===== config.mk =====
export PLATFORM = sky130hd
export DESIGN_NAME = alu_req_arbiter
export DESIGN_NICKNAME = d
export VERILOG_FILES = /design/src/rtl/alu_req_arbiter.sv
export SDC_FILE = /design/constraint.sdc
export NUM_CORES = 1
export LEC_CHECK = 0
export ABC_AREA = 1
export CORE_AREA = 2 2 107 109
export DETAILED_ROUTE_END_ITERATION = 16
export DIE_AREA = 0 0 109 111
export DONT_BUFFER_PORTS = 1
export PLACE_DENSITY = 0.69
export REMOVE_ABC_BUFFERS = 1
export SLEW_MARGIN = 30
export SYNTH_ARGS = -nofsm -noshare
export SYNTH_HDL_FRONTEND = slang
export SYNTH_SLANG_ARGS = --single-unit

===== constraint.sdc =====
create_clock -name clk -period 4.4 [get_ports clk]
set_input_delay 0.44 -clock clk [delete_from_list [all_inputs] [get_ports clk]]
set_output_delay 0.44 -clock clk [all_outputs]
set_load 0.02 [all_outputs]

===== src/rtl/alu_req_arbiter.sv =====
// rtl/alu_req_arbiter.sv - round-robin arbiter sharing one combinational ALU between two requesters
module alu_req_arbiter #(
   parameter int WIDTH     = 32,
   parameter bit PRIO_INIT = 1'b0
) (
   input  logic             clk,
   input  logic             reset,
   input  logic             req0_valid,
   output logic             req0_ready,
   input  logic [WIDTH-1:0] req0_a,
   input  logic [WIDTH-1:0] req0_b,
   input  logic [2:0]       req0_f,
   input  logic             req1_valid,
   output logic             req1_ready,
   input  logic [WIDTH-1:0] req1_a,
   input  logic [WIDTH-1:0] req1_b,
   input  logic [2:0]       req1_f,
   output logic [WIDTH-1:0] alu_a,
   output logic [WIDTH-1:0] alu_b,
   output logic [2:0]       alu_f,
   input  logic [WIDTH-1:0] alu_out,
   input  logic             alu_zero,
   output logic             rsp_valid,
   input  logic             rsp_ready,
   output logic             rsp_id,
   output logic [WIDTH-1:0] rsp_data,
   output logic             rsp_zero,
   output logic             rsp_err
);

   localparam logic [1:0] S_IDLE = 2'd0;
   localparam logic [1:0] S_EXEC = 2'd1;
   localparam logic [1:0] S_RESP = 2'd2;

   localparam logic [2:0] F_ILLEGAL = 3'b011;

   logic [1:0]       state;
   logic             prio;
   logic             grant_id;
   logic             any_valid;
   logic [WIDTH-1:0] sel_a;
   logic [WIDTH-1:0] sel_b;
   logic [2:0]       sel_f;

   // Contention goes to prio; a lone requester always wins.
   always_comb begin
      any_valid = req0_valid | req1_valid;
      grant_id  = req1_valid & (~req0_valid | prio);
      sel_a     = grant_id ? req1_a : req0_a;
      sel_b     = grant_id ? req1_b : req0_b;
      sel_f     = grant_id ? req1_f : req0_f;
   end

   assign req0_ready = ~reset & (state == S_IDLE) & req0_valid & ~grant_id;
   assign req1_ready = ~reset & (state == S_IDLE) & req1_valid &  grant_id;

   always_ff @(posedge clk or posedge reset) begin
      if (reset) begin
         state     <= S_IDLE;
         prio      <= PRIO_INIT;
         alu_a     <= '0;
         alu_b     <= '0;
         alu_f     <= 3'b000;
         rsp_valid <= 1'b0;
         rsp_id    <= 1'b0;
         rsp_data  <= '0;
         rsp_zero  <= 1'b0;
         rsp_err   <= 1'b0;
      end else begin
         case (state)
            S_IDLE: begin
               if (any_valid) begin
                  alu_a  <= sel_a;
                  alu_b  <= sel_b;
                  alu_f  <= sel_f;
                  rsp_id <= grant_id;
                  prio   <= ~grant_id;
                  // Illegal code skips the ALU cycle and answers with an error.
                  if (sel_f == F_ILLEGAL) begin
                     rsp_data  <= '0;
                     rsp_zero  <= 1'b0;
                     rsp_err   <= 1'b1;
                     rsp_valid <= 1'b1;
                     state     <= S_RESP;
                  end else begin
                     state <= S_EXEC;
                  end
               end
            end
            S_EXEC: begin
               rsp_data  <= alu_out;
               rsp_zero  <= alu_zero;
               rsp_err   <= 1'b0;
               rsp_valid <= 1'b1;
               state     <= S_RESP;
            end
            S_RESP: begin
               if (rsp_ready) begin
                  rsp_valid <= 1'b0;
                  state     <= S_IDLE;
               end
            end
            default: begin
               rsp_valid <= 1'b0;
               state     <= S_IDLE;
            end
         endcase
      end
   end

endmodule


-- Word-level counts from Yosys, hierarchy flattened
Index checks and enable logic that the tools add are counted.
- flip-flop bits (word level): 106
- bits of input ports: 172
- output and inout bits: 105
- equal/unequal tests: 6
- multiplexer cells: 18
- bitwise operators: 11
- reductions and logical operators: 6
- operators by type and width (operator ; count):
    32-bit two-way mux ; 4
    32-bit one-hot mux with 2 select lines ; 1
    1-bit bitwise AND ; 6
    2-bit two-way mux ; 3
    2-bit one-hot mux with 3 select lines ; 1
    3-bit AND reduction ; 2
    1-bit two-way mux ; 5
    2-bit inequality test (second input constant) ; 2
    1-bit one-hot mux with 2 select lines ; 2
    2-bit AND reduction ; 2
    3-bit by 2-bit == test with 1-bit output (second input constant) ; 1
    3-bit two-way mux ; 1
    1-bit NOT ; 3
    1-bit one-hot mux with 3 select lines ; 1
    2-bit by 1-bit == test with 1-bit output (second input constant) ; 1
    2-bit == test (second input constant) ; 1
    2-bit logical NOT ; 1
    2-bit by 1-bit inequality test with 1-bit output (second input constant) ; 1
    1-bit bitwise OR ; 2
    2-bit nonzero test ; 1

-- Longest topological paths before layout
- word-level depth: 8
- depth in mapped cells: 9
- depth with buffers taken out: 9

-- Worst setup path before layout
No wires, ideal clock.
- path type: input port to output port
- from: input reset
- to: output req0_ready
- data arrival time: 3210 ps
- slack: 750 ps
- stages: 3
- buffers on the path: 0
- cells stage by stage: inv_1 -> nand3_1 -> nor2_1
- cells in the longest elaborated chain, start to end: 4
- RTL lines (item ; RTL line ; text):
    start: declaration ; 7 ; input logic reset,
    1-bit NOT ; 54 ; assign req0_ready = ~reset & (state == S_IDLE) & req0_valid & ~grant_id;
    1-bit bitwise AND (3 in a row) ; 54 ;
    end: declaration ; 9 ; output logic req0_ready,
No other way between the ends.

-- Final worst setup path
- from: register prio
- to: output req0_ready
- cells in the longest elaborated chain, start to end: 4
- RTL lines (item ; RTL line ; text):
    start: declaration ; 38 ; logic prio;
    start signal: assignment ; 77 ; prio <= ~grant_id;
    1-bit bitwise OR ; 48 ; grant_id = req1_valid & (~req0_valid | prio);
    1-bit bitwise AND ; 48 ;
    1-bit NOT ; 54 ;
    1-bit bitwise AND ; 54 ;
No other way between the ends.

==> results_dict.tcl <==
set metrics [dict create \
    grt_usage_pct 21.4 \
    final_cell_mix "nand3_1 (230), nand2_1 (151), dfrtp_1 (106), clkbuf_16 (9)" \
    portBuffers 0 \
    hold_viol 0 \
    placementRows 39 \
    clock_sinks 106 \
    syn-cell-area_um2 4750 \
    htree_levels 3 \
    fin_tns_setup_ns 0 \
    gr-total-overflow 0 \
    firstDrtPassIters 8 \
    finalClockSkew_ns 0.0106 \
    cp-start-kind "flip-flop" \
    max_stage_delay_ns 0.47 \
    fin_crit_sh_pct 56.1 \
    num_vias 3975 \
    slew_violations 0 \
    start_util_pct 42.9 \
    first_global_vias 3913 \
    slowest_stage "buf_4" \
    cp.required_ns 3.96 \
    cts_buffers 9 \
    cp_cell_sequence "inv_1, nand2_1, nand2_2, inv_2, buf_4, nor2_1" \
    postRouteAntennaNets 0 \
    n_fill_cell 1123 \
    grt_pass1_wl_um 20200 \
    setup_slack_ns 1.93 \
    syn_avg_cell_area_um2 8.46 \
    rsz0062_at_grt "false" \
    die_h_um 111 \
    cellPowerDensity_nw_per_um2 871 \
    grt_max_degree 72 \
    arrival_ns 2.03 \
    min_period_ns 2.47 \
    vias_per_cell 5.83 \
    fmaxAchievable_mhz 405 \
    clockBufferDepth 2 \
    cts_tree "yes" \
    insertion_delay_ns 0.34 \
    drv_cap 0 \
    clk_pin_slew_ns 0.07 \
    drt_iter0_drc 326 \
    clockRootBuffer "clkbuf_16" \
    tightest_slew_ns 0.855 \
    route.detailed.wl_per_inst_um 19.3 \
    post-place-ws_ns 1.96 \
    yosysUniqueCellTypes 20 \
    end_kind "primary output" \
    core_um2 11100 \
    place_hpwl_um 9210 \
    power_w 0.00439 \
    hp-class "input port to flip-flop" \
    synth_cells 561 \
    drive_gt1_share_pct 5.38 \
    io_pins 277 \
    status "complete, no violations" \
    finalSetupViolations 0 \
    place_congestion 0.833 \
    crit_buf_inv 3 \
    n_antenna_cell 0 \
    p_leak_nw 2.42 \
    die_x_um 109 \
    peakVddDrop_mv 0.463 \
    ys.warnings.count 0 \
    drc 0 \
    ys_seq_area_share_pct 55.9 \
    layout_commonest_cell "nand3_1" \
    relSlewSlack_pct 42.7 \
    hold_slack_ns 0.215 \
    critical_path.top_delay_family "buffers and inverters" \
    nets 706 \
    timing.setup.critical_path_class "flip-flop to primary output" \
    synth.ff_latch_count 106 \
    cts.repair.resized 0 \
    wl_um 13100 \
    antenna_found_initial 0 \
    cp_max_fo 37 \
    die-area_um2 12100 \
    areaGrowthSynthToFinish_pct 6.17 \
]
## timing repair
item / 4_1_cts / 5_1_grt
endpoints found under the hold margin: 26 / 0
setup buffers: 0 / 0
hold buffers: 1 / 0
## logic make-up after synthesis
logic type / count (synthesis) / synth area share (%)
flops: 106 / 55.9
simple gates: 393 / 37.8
buf+inv: 55 / 5.38
compound gates: 7 / 0.922
## state kept, by name, indices dropped and copies added (netlist names)
name,cells
alu_a,32
alu_b,32
alu_f,3
prio,1
rsp_data,32
rsp_err,1
rsp_id,1
rsp_valid,1
rsp_zero,1
state,2
## per-layer routing
metal	part of all wire, %	GRT usage, %
met5	0	0
met1	38	24.5
met2	48	36.1
met3	12	9.41
met4	1.8	5.73
## synth_stat cells
library cell,n,area share [%]
buf_6,3,0.71
nor2_1,7,0.55
nor2_4,1,0.24
inv_2,2,0.16
buf_4,1,0.16
nand4_4,1,0.45
buf_2,18,1.9
inv_1,9,0.71
o21bai_1,1,0.16
nand3_1,230,24
nand2_2,1,0.13
a31oi_1,2,0.26
nand2_1,151,12
nor2_2,1,0.13
nand3b_1,1,0.16
buf_1,4,0.32
a21oi_2,1,0.18
o21ai_0,3,0.32
dfrtp_1,106,56
clkbuf_1,18,1.4
## stage by stage
step / util [%] / instances / area (um^2)
after floorplan: - / 517 / 4530
after global placement: 42.9 / 665 / 4760
after detailed placement: 43.0 / 665 / 4760
after CTS: 45.5 / 682 / 5040
after global routing: 45.5 / 682 / 5040
final: 45.5 / 682 / 5040
## cell type report
type | count | area, um^2 | area share, %
tap | 143 | 179 | 3.55
multi-input combinational | 400 | 1850 | 36.7
inverter | 11 | 46.3 | 0.918
timing repair buffer | 6 | 51.3 | 1.02
clock inverter | 5 | 31.3 | 0.621
sequential | 106 | 2650 | 52.6
clock buffer | 11 | 233 | 4.62
## worst paths after layout
path,start,end,slack (ns),cells after the start
worst max-delay path,prio,req0_ready,1.93,6
worst min-delay path,alu_out[7],rsp_data[7],0.22,2
worst max register to register,state[1],rsp_data[19],1.98,4
worst min register to register,prio,prio,0.55,2
max in group asynchronous,reset,alu_b[9],2.79,3
min in group asynchronous,reset,alu_b[16],0.60,2
## power breakdown
group / leakage [nW] / switching, W / internal, W
logic: 0.988 / 0.000878 / 0.000414
registers: 1.31 / 0.000926 / 0.00145
clock network: 0.129 / 0.000338 / 0.000382
Power figures use the tool's default switching activity.
